===== config.mk =====
export PLATFORM = sky130hd
export DESIGN_NAME = seg7_pair_reader
export DESIGN_NICKNAME = d
export VERILOG_FILES = /design/src/rtl/seg7_pkg.sv /design/src/rtl/seg7_glyph_decode.sv /design/src/rtl/seg7_pair_reader.sv
export SDC_FILE = /design/constraint.sdc
export NUM_CORES = 1
export LEC_CHECK = 0
export BUFFER_PORTS_ARGS = -buffer_cell sky130_fd_sc_hd__buf_4
export CAP_MARGIN = 20
export CELL_PAD_IN_SITES_DETAIL_PLACEMENT = 0
export CELL_PAD_IN_SITES_GLOBAL_PLACEMENT = 1
export CORE_MARGIN = 2
export CORE_UTILIZATION = 35
export DETAILED_ROUTE_END_ITERATION = 10
export PLACE_DENSITY_LB_ADDON = 0.1
export SYNTH_ARGS = -nofsm -noshare
export SYNTH_HDL_FRONTEND = slang
export SYNTH_SLANG_ARGS = --single-unit

===== constraint.sdc =====
create_clock -name clk -period 3.14 [get_ports clk]
set_clock_uncertainty 0.1 [all_clocks]
set_input_delay 0.314 -clock clk [delete_from_list [all_inputs] [get_ports clk]]
set_output_delay 0.314 -clock clk [all_outputs]
set_load 0.05 [all_outputs]

===== src/rtl/seg7_pkg.sv =====
// Shared glyph constants, segment type and reader FSM states
// for the two-digit 7-segment pair reader.
package seg7_pkg;

  typedef logic [6:0] seg_t;

  // bit6..0 = g f e d c b a, active-high
  localparam seg_t SEG_0     = 7'b0111111;
  localparam seg_t SEG_1     = 7'b0000110;
  localparam seg_t SEG_2     = 7'b1011011;
  localparam seg_t SEG_3     = 7'b1001111;
  localparam seg_t SEG_4     = 7'b1100110;
  localparam seg_t SEG_5     = 7'b1101101;
  localparam seg_t SEG_6     = 7'b1111101;
  localparam seg_t SEG_7     = 7'b0000111;
  localparam seg_t SEG_8     = 7'b1111111;
  localparam seg_t SEG_9     = 7'b1101111;
  localparam seg_t SEG_BLANK = 7'b0000000;

  typedef enum logic {
    TRACK = 1'b0,
    HOLD  = 1'b1
  } state_t;

endpackage


===== src/rtl/seg7_glyph_decode.sv =====
// Combinational single-glyph decoder: segment code to digit,
// with blank and illegal-code flags.
module seg7_glyph_decode
  import seg7_pkg::*;
(
  input  logic [6:0] glyph,
  output logic [3:0] digit,
  output logic       is_blank,
  output logic       is_illegal
);

  always_comb begin
    digit      = 4'd0;
    is_blank   = 1'b0;
    is_illegal = 1'b0;
    case (glyph)
      SEG_0:     digit = 4'd0;
      SEG_1:     digit = 4'd1;
      SEG_2:     digit = 4'd2;
      SEG_3:     digit = 4'd3;
      SEG_4:     digit = 4'd4;
      SEG_5:     digit = 4'd5;
      SEG_6:     digit = 4'd6;
      SEG_7:     digit = 4'd7;
      SEG_8:     digit = 4'd8;
      SEG_9:     digit = 4'd9;
      SEG_BLANK: is_blank = 1'b1;
      default:   is_illegal = 1'b1;
    endcase
  end

endmodule


===== src/rtl/seg7_pair_reader.sv =====
// Samples a tens/units segment pair, waits for it to settle,
// decodes it and hands one result per stable pattern downstream.
module seg7_pair_reader
  import seg7_pkg::*;
#(
  parameter int STABLE_CYCLES = 4,
  parameter int MAX_VALUE     = 81
) (
  input  logic       clk,
  input  logic       rst,
  input  logic [6:0] seg_units,
  input  logic [6:0] seg_tens,
  input  logic       out_ready,
  output logic       out_valid,
  output logic [7:0] value,
  output logic       blank,
  output logic       err,
  output logic       overrun
);

  localparam int CW = $clog2(STABLE_CYCLES + 1);
  localparam logic [CW-1:0] CNT_MAX = CW'(STABLE_CYCLES);
  localparam logic [CW-1:0] CNT_ONE = CW'(1);
  localparam logic [7:0]    VAL_MAX = 8'(MAX_VALUE);

  logic [13:0]   s;
  logic [13:0]   s_prev;
  logic          s_valid;
  logic          prev_valid;
  logic [CW-1:0] cnt;
  logic [CW-1:0] cnt_next;
  logic          changed;
  logic          capture;
  state_t        state;
  state_t        state_next;

  logic [3:0] u_digit;
  logic [3:0] t_digit;
  logic       u_blank;
  logic       t_blank;
  logic       u_ill;
  logic       t_ill;
  logic [7:0] sum;
  logic [7:0] c_value;
  logic       c_blank;
  logic       c_err;

  // s_valid/prev_valid keep reset zeros from posing as a stable sample
  always_ff @(posedge clk) begin
    if (rst) begin
      s          <= '0;
      s_prev     <= '0;
      s_valid    <= 1'b0;
      prev_valid <= 1'b0;
      cnt        <= '0;
    end else begin
      s          <= {seg_tens, seg_units};
      s_prev     <= s;
      s_valid    <= 1'b1;
      prev_valid <= s_valid;
      cnt        <= cnt_next;
    end
  end

  always_comb begin
    changed  = (s != s_prev) || !prev_valid;
    cnt_next = cnt;
    if (changed)
      cnt_next = CNT_ONE;
    else if (cnt != CNT_MAX)
      cnt_next = cnt + CNT_ONE;
  end

  always_ff @(posedge clk) begin
    if (rst)
      state <= TRACK;
    else
      state <= state_next;
  end

  always_comb begin
    state_next = state;
    if (capture)
      state_next = HOLD;
    else if (changed)
      state_next = TRACK;
  end

  always_comb begin
    capture = s_valid && (cnt_next == CNT_MAX) &&
              ((state == TRACK) || changed);
  end

  seg7_glyph_decode u_dec_units (
    .glyph      (s[6:0]),
    .digit      (u_digit),
    .is_blank   (u_blank),
    .is_illegal (u_ill)
  );

  seg7_glyph_decode u_dec_tens (
    .glyph      (s[13:7]),
    .digit      (t_digit),
    .is_blank   (t_blank),
    .is_illegal (t_ill)
  );

  always_comb begin
    sum     = {4'd0, t_digit} * 8'd10 + {4'd0, u_digit};
    c_blank = u_blank && t_blank;
    c_err   = !c_blank &&
              (u_ill || t_ill || u_blank || t_blank || (sum > VAL_MAX));
    c_value = (c_blank || c_err) ? 8'd0 : sum;
  end

  // Accept on the capture edge frees the slot for the new result
  always_ff @(posedge clk) begin
    if (rst) begin
      out_valid <= 1'b0;
      value     <= 8'd0;
      blank     <= 1'b0;
      err       <= 1'b0;
      overrun   <= 1'b0;
    end else if (capture) begin
      if (!out_valid || out_ready) begin
        out_valid <= 1'b1;
        value     <= c_value;
        blank     <= c_blank;
        err       <= c_err;
      end else begin
        overrun   <= 1'b1;
      end
    end else if (out_valid && out_ready) begin
      out_valid <= 1'b0;
    end
  end

endmodule


=== Word level (Yosys, flattened, before mapping) ===
Index checks and enable logic that the tools add are counted.

* Register bits after elaboration: 46
* Bits of input ports: 17
* Output and inout port bits: 12
* Word-level logic and storage cells: 81

* $add $sub $neg: 2
* Multiply operators: 1
* Order comparisons: 1
* Equal/unequal tests: 24
* Mux-type cells: 15
* Bitwise gates (word level): 2
* Reductions and logical operators: 25

{| class="wikitable"
|+ Operators with widths
! operator !! count
|-
| == test 7 bit, second input constant || 14
|-
| one-hot mux 4 bit (9 select lines) || 2
|-
| == test 7 x 3 -> 1 bit, second input constant || 4
|-
| OR reduction 11 bit || 2
|-
| == test 7 x 6 -> 1 bit, second input constant || 2
|-
| zero test 7 bit || 2
|-
| != test 14 bit || 1
|-
| 2-to-1 mux 1 bit || 10
|-
| adder 8 x 4 -> 8 bit || 1
|-
| > comparator 8 x 7 -> 1 bit, second input constant || 1
|-
| logical OR 1 bit || 8
|-
| 2-to-1 mux 8 bit || 1
|-
| multiplier 4 x 3 -> 7 bit, second input constant || 1
|-
| 2-to-1 mux 3 bit || 2
|-
| AND reduction 2 bit || 3
|-
| logical AND 1 bit || 5
|-
| nonzero test 2 bit || 2
|-
| adder 3 x 1 -> 3 bit, second input constant || 1
|-
| == test 3 bit, second input constant || 1
|-
| zero test 1 bit || 3
|-
| != test 3 bit, second input constant || 1
|-
| != test 2 x 1 -> 1 bit, second input constant || 1
|-
| inverter 1 bit || 2
|}

=== Logic depth before layout (Yosys ltp) ===
Gate-level depths: netlist of the first run.

* Depth in word-level cells: 10
* Mapped depth: 15
* Depth with buffers taken out: 14

=== Hierarchy ===
Synthesis of the first run repeated with hierarchy kept, for this count alone.

* Cell total of the unflattened synthesis: 285
* Area, all modules: 2527.4 µm²

{| class="wikitable"
|+ Modules (own cells, without submodules)
! module !! instances !! cells each !! area an instance (µm²) !! sequential area each (µm²)
|-
| seg7_pair_reader || 1 || 215 || 2094.5 || 920.9
|-
| seg7_glyph_decode || 2 || 35 || 216.5 || 0.0
|}

=== Least setup slack after synthesis of the first run ===
Ideal clock, no wire load.

* Path type: register to register
* Start point: register s[13]
* End point: register value[3]
* Setup time: 117 ps
* Arrival: 3103 ps
* Required time: 2923 ps
* Path slack: -180 ps
* Cell stages (with the launch flop): 15
* Buffers on the path: 1
* Clock period less this slack: 3320 ps
* Cells stage by stage: dfxtp_1 buf_2 xor2_1 o32ai_1 a31o_2 ha_1 ha_1 inv_1 fa_1 nor2b_1 o211ai_1 xnor2_1 o311ai_1 nor4b_4 a22o_1

* Longest elaborated chain between the ends: 10
* Elaborated cells on any way between the ends: 35
* Classes of those cells: 1 x add/sub; 1 x mul; 1 x order compare; 12 x eq/ne; 5 x mux; 15 x reduce/logical

{| class="wikitable"
|+ Ends and longest elaborated chain
! element !! RTL line !! source
|-
| start, declared || seg7_pair_reader.sv:26 || <nowiki>logic [13:0] s;</nowiki>
|-
| start signal, assigned || seg7_pair_reader.sv:57 || <nowiki>s <= {seg_tens, seg_units};</nowiki>
|-
| branches (longest 10 deep; another with adder 8 x 4 -> 8 bit) || - ||
|-
| end signal, assigned || seg7_pair_reader.sv:127 || <nowiki>value <= c_value;</nowiki>
|-
| end, declared || seg7_pair_reader.sv:15 || <nowiki>output logic [7:0] value,</nowiki>
|}

Parallel ways; which one is timed is not known.
A chain may end at the register's enable or synchronous reset.

=== Worst setup path in the final report of the first run ===
* Start point: register s[13]
* End point: register value[6]

The elaborated chain is that of the path after synthesis.

==> impl_metrics.tcl, run 1 <==
set metrics [dict create \
    status "finished, violations left" \
    violations "setup timing" \
    die_width_um 86.4 \
    synth.cell_area_um2 2380 \
    place_ws_ps -274 \
    dp_hpwl_um 3840 \
    utilization_pct 47.0 \
    post-route-cell-area_um2 3140 \
    grt_max_degree 37 \
    post_synth.cell_area_avg_um2 9.22 \
    drt-pass1-iter-count 4 \
    worst-endpoint-required_ps 3230 \
    post_synth_edffs 0 \
    wl_per_cell_um 12.8 \
    worst_hold_path_type "in2reg" \
    cap_violations 0 \
    post-route-worst-setup-slack_ps -144 \
    ctsLongestPathBuffers 2 \
    criticalPathCategory "reg2reg" \
    cpPeakStageDelay_ps 440 \
    worst_path_max_delay_cell "sky130_fd_sc_hd__fa_1" \
    ios 29 \
    synth_warnings 0 \
    startpoint_type "register" \
    ys_ff_latch 46 \
    synth_sequential_area_ratio_pct 38.7 \
    cts_tree "built" \
    drt-vias-per-instance 4.89 \
    final_antenna_net_count 0 \
    starting_density_pct 35.6 \
    antenna_cells_inserted 0 \
    groute.layer.met2.usage_pct 23.6 \
    critical_path.endpoint_type "register" \
    global_route_wire_length_before_repair_um 8650 \
    globalRouteMet1Util_pct 19.7 \
    tns_ps -779 \
    core_area_um2 6680 \
    synth_async_sr_flop_share_pct 0 \
    layout-drive-gt1-share_pct 34.1 \
    mappedNetlistNets 286 \
    netlist-cell-type-count 52 \
    globalRouteMet3Util_pct 2.86 \
    areaGrowthSynthToFinish_pct 32.0 \
    timing.final.hold_violations 0 \
    post_cts_clock_slew_at_the_launch_and_capture_registers_of_the_worst_setup_and_hold_paths_ps 80 \
    p_per_area_nw_per_um2 378 \
    cts.sink_count 46 \
    groute.usage.overall_pct 14.6 \
    timing.fmax_mhz 305 \
    worst_ep_arrival_time_ps 3380 \
    design.final.nets 344 \
    worst_ir_drop_vdd_mv 0.275 \
    place_area_um2 2920 \
    h-tree-depth 2 \
    syn_inst 258 \
    place.port_buffers 28 \
    root_buffer "sky130_fd_sc_hd__clkbuf_8" \
    postCtsHoldBufs 0 \
    power.leakage_nw 1.26 \
    grt_overflow 0 \
    critical_path.max_fanout 9 \
    timing.critical_path.mode_cell "sky130_fd_sc_hd__nor3_1" \
    dr_total_vias 1943 \
    grt_pass1_vias 1855 \
    timing_max_transition_violations_final 0 \
    grt-busiest-layer "met2" \
    setup_repair_after_global_routing_missed_its_margin "yes" \
    grt_antenna_before_repair 0 \
    fin_crit_sh_pct 105 \
    wirelength_routed_um 5100 \
    cp_num_buf_inv 2 \
    gp_congestion 0.782 \
    tritoncts.num_buffers 5 \
    clock_period_minus_worst_slack_ps 3280 \
    fin_total_pwr_mw 1.19 \
    cp_cell_sequence "nand2_2 > nor3_1 > a31o_2 > a31o_4 > ha_2 > ha_4 > inv_2 > fa_1 > nor2b_2 > o211ai_1 > xnor2_1 > o311ai_2 > buf_4 > nor3_1 > a22o_1" \
    die_height_um 86.4 \
    tightestPinTransition_ps 715 \
    dominantRegCellSynth "sky130_fd_sc_hd__dfxtp_1" \
    timing.critical_path.max_delay_family "compound AO/OA/AOI/OAI gates" \
    drc 0 \
    finalSetupViolations 8 \
    first_iter_violations 45 \
    relative_slew_slack_pct 52.1 \
    floorplan.die_area_um2 7470 \
    clock_latency_ps 290 \
    fp-row-count 30 \
]
-- power breakdown --
| part | total (mW) | switching, mW | internal (mW) |
|---|---|---|---|
| Combinational | 0.130 | 0.0571 | 0.0729 |
| Clock | 0.433 | 0.198 | 0.234 |
| Sequential | 0.625 | 0.0232 | 0.602 |
-- sequential cells by signal, indices dropped and copies added, names as in the netlist --
register,flops
value,8
out_valid,1
cnt,3
state,1
blank,1
prev_valid,1
err,1
overrun,1
s_prev,14
s,14
s_valid,1
-- kinds of logic (layout without fill, tap and decap cells) --
kind of cell	count (synthesis)	count (layout)	synth area share [%]
AND/OR/NAND/NOR	110	110	28.2
multiplexers	1	1	0.421
adder cells (fa/ha/maj)	11	11	6.42
XOR/XNOR	20	20	8.31
flip-flops	46	46	38.7
AO/OA/AOI/OAI	42	42	12.5
buffers and inverters	28	87	5.37
-- metal layers --
metal  vias to the layer above  routed length (µm)
li1                       1005                   -
met1                       910                2550
met2                        23                2360
met3                         5                 124
met4                         0                  62
met5                         -                   0
-- cell usage in the layout, fill, tap and decap left out, types with 3 or more instances in the layout --
cell type | Yosys | routed
sky130_fd_sc_hd__inv_1 | 11 | 9
sky130_fd_sc_hd__xnor2_1 | 16 | 16
sky130_fd_sc_hd__a22o_1 | 7 | 7
sky130_fd_sc_hd__a31oi_1 | 4 | 4
sky130_fd_sc_hd__ha_1 | 9 | 6
sky130_fd_sc_hd__nand4_1 | 5 | 5
sky130_fd_sc_hd__and3_1 | 3 | 3
sky130_fd_sc_hd__nor2b_1 | 33 | 31
sky130_fd_sc_hd__buf_4 | 1 | 68
sky130_fd_sc_hd__clkbuf_8 | 0 | 5
sky130_fd_sc_hd__nor2_1 | 14 | 14
sky130_fd_sc_hd__nor3_1 | 12 | 11
sky130_fd_sc_hd__a21oi_1 | 7 | 6
sky130_fd_sc_hd__nor4bb_1 | 3 | 3
sky130_fd_sc_hd__dfxtp_1 | 46 | 39
sky130_fd_sc_hd__nand3_1 | 8 | 8
sky130_fd_sc_hd__nand2_1 | 12 | 11
sky130_fd_sc_hd__dfxtp_2 | 0 | 5
sky130_fd_sc_hd__o21ai_0 | 6 | 5
-- timing repair --
item	4_1_cts	5_1_grt
gates cloned	0	0
endpoints found under the hold margin	0	0
pin swaps	12	2
gates resized for setup	13	7
endpoints found under the setup margin	8	8
setup buffers	4	0
-- through the flow --
step | cells | hold slack, ps
after detailed placement | 386 | 347
final | 397 | 121
after global placement | 386 | 346
after global routing | 397 | 112
after CTS | 397 | 114
after floorplan | 258 | 339
-- worst paths after layout --
check,from,endpoint,slack [ps],cells after the start
min reg2reg,value[7],value[7],370,1
min,seg_tens[2],s[9],120,2
max reg2reg,s[13],value[6],-140,15
max,s[13],value[6],-140,15
-- cell usage after synthesis, drive strengths merged, types with 2 or more instances --
master | number | area, µm²
o211a | 2 | 20.0
nor3 | 12 | 60.1
a31oi | 4 | 25.0
clkbuf | 6 | 22.5
xor2 | 2 | 17.5
a21boi | 2 | 15.0
and3b | 2 | 17.5
nor3b | 2 | 15.0
and3 | 3 | 18.8
nor2 | 15 | 58.8
nor4 | 3 | 33.8
dfxtp | 46 | 921
o21ai | 7 | 35.0
nand4bb | 2 | 27.5
nand3 | 8 | 40.0
a31o | 3 | 26.3
nor4bb | 3 | 30.0
nor2b | 33 | 206
a22o | 7 | 61.3
fa | 2 | 40.0
ha | 9 | 113
a21oi | 7 | 35.0
nand2b | 3 | 18.8
and2 | 2 | 12.5
nand2 | 12 | 45.0
xnor2 | 17 | 156
buf | 11 | 63.8
nand4 | 5 | 31.3
nor4b | 2 | 32.5
nand3b | 2 | 15.0
inv | 11 | 41.3
-- layout make-up --
cell class / instances / area (µm²)
clock inverters: 3 / 40.0
flip-flops and latches: 46 / 935
well taps: 80 / 100
inverters: 11 / 43.8
fillers: 688 / 3540
repair buffers: 68 / 510
multi-input cells: 184 / 1440
clock buffers: 5 / 68.8
Note: power is estimated with default switching activity, not from simulation.
==> inputs of run 2 (changes only) <==
Settings changed: CTS_BUF_LIST set to sky130_fd_sc_hd__clkbuf_4.
==> run 2 against run 1 <==
The flow still finishes with violations (setup timing). Non-clock buffer count is the same. Power decreased by 6.5%. First-iteration DRC count fell by 11%. Register-to-register slack about the same. Fmax is 0.29% lower. Worst hold slack worse by 70 ps. Count of clock-buffer cells in the layout is the same. Clock power shrank 18%.
==> impl_metrics.tcl, run 2 (synthesized netlist as in run 1, its figures left out) <==
set metrics [dict create \
    sequentialPowerShare_pct 56.3 \
    design.final.nets 344 \
    floorplan.die_area_um2 7470 \
    cts_tree "built" \
    leading_cell_type_in_the_layout_fill_and_taps_excluded "sky130_fd_sc_hd__buf_4" \
    timing_max_transition_violations_final 0 \
    ctsLongestPathBuffers 2 \
    p_per_area_nw_per_um2 357 \
    whs_ps 51.1 \
    gp_congestion 0.782 \
    global_route_wire_length_before_repair_um 8670 \
    clock_latency_ps 360 \
    place_area_um2 2920 \
    groute.usage.overall_pct 14.6 \
    h-tree-depth 2 \
    top_regs "s: 14 flops, s_prev: 14 flops, value: 8 flops" \
    worst_ir_drop_vdd_mv 0.233 \
    grt_antenna_before_repair 0 \
    ios 29 \
    die_width_um 86.4 \
    post-route-cell-area_um2 3110 \
    fillers 689 \
    grt_max_degree 37 \
    die_height_um 86.4 \
    cts.sink_count 46 \
    utilization_pct 46.6 \
    place_ws_ps -274 \
    worst-endpoint-required_ps 3310 \
    areaGrowthSynthToFinish_pct 30.8 \
    final_antenna_net_count 0 \
    drc 0 \
    grt_pass1_vias 1854 \
    status "finished, violations left" \
    tightestPinTransition_ps 717 \
    root_buffer "sky130_fd_sc_hd__clkbuf_4" \
    layout-drive-gt1-share_pct 34.4 \
    worst_r2r_endpoint "value[6]" \
    min_to "s[9]" \
    ff2ff_setup_slack_ps -150 \
    dp_hpwl_um 3840 \
    internal_power_mw 0.841 \
    critical_path.max_fanout 9 \
    grt_overflow 0 \
    starting_density_pct 35.6 \
    post-route-worst-setup-slack_ps -154 \
    power_frac_clock_pct 32.0 \
    power.leakage_nw 1.24 \
    drt-vias-per-instance 4.91 \
    dr_total_vias 1949 \
    startpoint_type "register" \
    fp-row-count 30 \
    core_area_um2 6680 \
    worst_hold_path_type "in2reg" \
    drt-pass1-iter-count 4 \
    critical_path.endpoint_type "register" \
    timing.final.hold_violations 0 \
    placed_cells_incl_taps 386 \
    cap_violations 0 \
    crit_path_start "s[13]" \
    finalSetupViolations 8 \
    wl_per_cell_um 12.9 \
    wirelength_routed_um 5110 \
    power.share.switching_pct 24.3 \
    r2r_cells 15 \
    tritoncts.num_buffers 5 \
    relative_slew_slack_pct 52.0 \
    criticalPathCategory "reg2reg" \
    clock_period_minus_worst_slack_ps 3290 \
    non_filler_cells_in_the_finished_layout 397 \
    min_from "seg_tens[2]" \
    violations "setup timing" \
    post_cts_clock_slew_at_the_launch_and_capture_registers_of_the_worst_setup_and_hold_paths_ps 130 \
    antenna_cells_inserted 0 \
    reg2reg_from "s[13]" \
    timing.fmax_mhz 304 \
    first_iter_violations 40 \
    layout.cells.most_common_list "sky130_fd_sc_hd__buf_4, sky130_fd_sc_hd__dfxtp_1, sky130_fd_sc_hd__nor2b_1" \
    place.port_buffers 28 \
    fin_crit_sh_pct 105 \
    switchingPower_mw 0.270 \
    min_path_cells 2 \
    setup_repair_after_global_routing_missed_its_margin "yes" \
    worst_ep_arrival_time_ps 3460 \
    comb_power_share_pct 11.7 \
]
run 2: how the worst max path moves through the flow:
stage,to,slack (ps),cells after the start
floorplan,value[2],2,15
global placement,value[2],-170,13
detailed placement,value[4],-270,13
CTS,value[4],-110,13
global route,value[6],-350,15
finish,value[6],-150,15
run 2: power groups by stage:
stage	Combinational, mW	Sequential, mW	Clock [mW]
after global placement	0.127	0.638	0
after floorplan	0.0917	0.624	0
final	0.130	0.626	0.356
after CTS	0.130	0.625	0.373
after detailed placement	0.126	0.638	0
after global routing	0.144	0.630	0.400
run 2: cell type report:
type / count / area [µm²] / share of cell area [%]
clock inverters: 3 / 40.0 / 1.29
repair buffers: 68 / 510 / 16.4
well taps: 80 / 100 / 3.22
inverters: 11 / 43.8 / 1.41
clock buffers: 5 / 37.5 / 1.21
multi-input cells: 184 / 1440 / 46.4
flip-flops and latches: 46 / 936 / 30.1
run 2: what timing repair did:
item,in CTS,in global routing
hold buffers,0,0
resized for setup,13,8
endpoints found under the setup margin,8,8
pin swaps,12,3
buffers inserted,4,0
run 2: routing by layer:
metal  track usage (%)  part of all wire, %  routed length [µm]  vias to the layer above
li1                  -                    -                   -                     1008
met1              19.6                   50                2540                      914
met2              23.7                   46                2360                       22
met3              3.14                  2.7                 140                        5
met4              4.26                  1.3                  66                        0
met5                 0                    0                   0                        -
run 2: metrics by stage:
| stage | setup TNS, ps | power (mW) |
|---|---|---|
| after detailed placement | -2050 | 0.764 |
| after global routing | -2290 | 1.17 |
| after global placement | -1200 | 0.765 |
| final | -669 | 1.11 |
| after floorplan | 0 | 0.716 |
| after CTS | -757 | 1.13 |
run 2: worst max-delay path: stages (launching register included):
cell and delay, ps:
sky130_fd_sc_hd__dfxtp_4 400, sky130_fd_sc_hd__nand2_2 100, sky130_fd_sc_hd__nor3_1 50, sky130_fd_sc_hd__a31o_2 220, sky130_fd_sc_hd__a31o_4 240, sky130_fd_sc_hd__ha_2 190, sky130_fd_sc_hd__ha_4 160, sky130_fd_sc_hd__inv_2 40
sky130_fd_sc_hd__fa_1 440, sky130_fd_sc_hd__nor2b_2 170, sky130_fd_sc_hd__o211ai_1 130, sky130_fd_sc_hd__xnor2_1 160, sky130_fd_sc_hd__o311ai_2 380, sky130_fd_sc_hd__buf_4 180, sky130_fd_sc_hd__nor3_1 40, sky130_fd_sc_hd__a22o_1 200
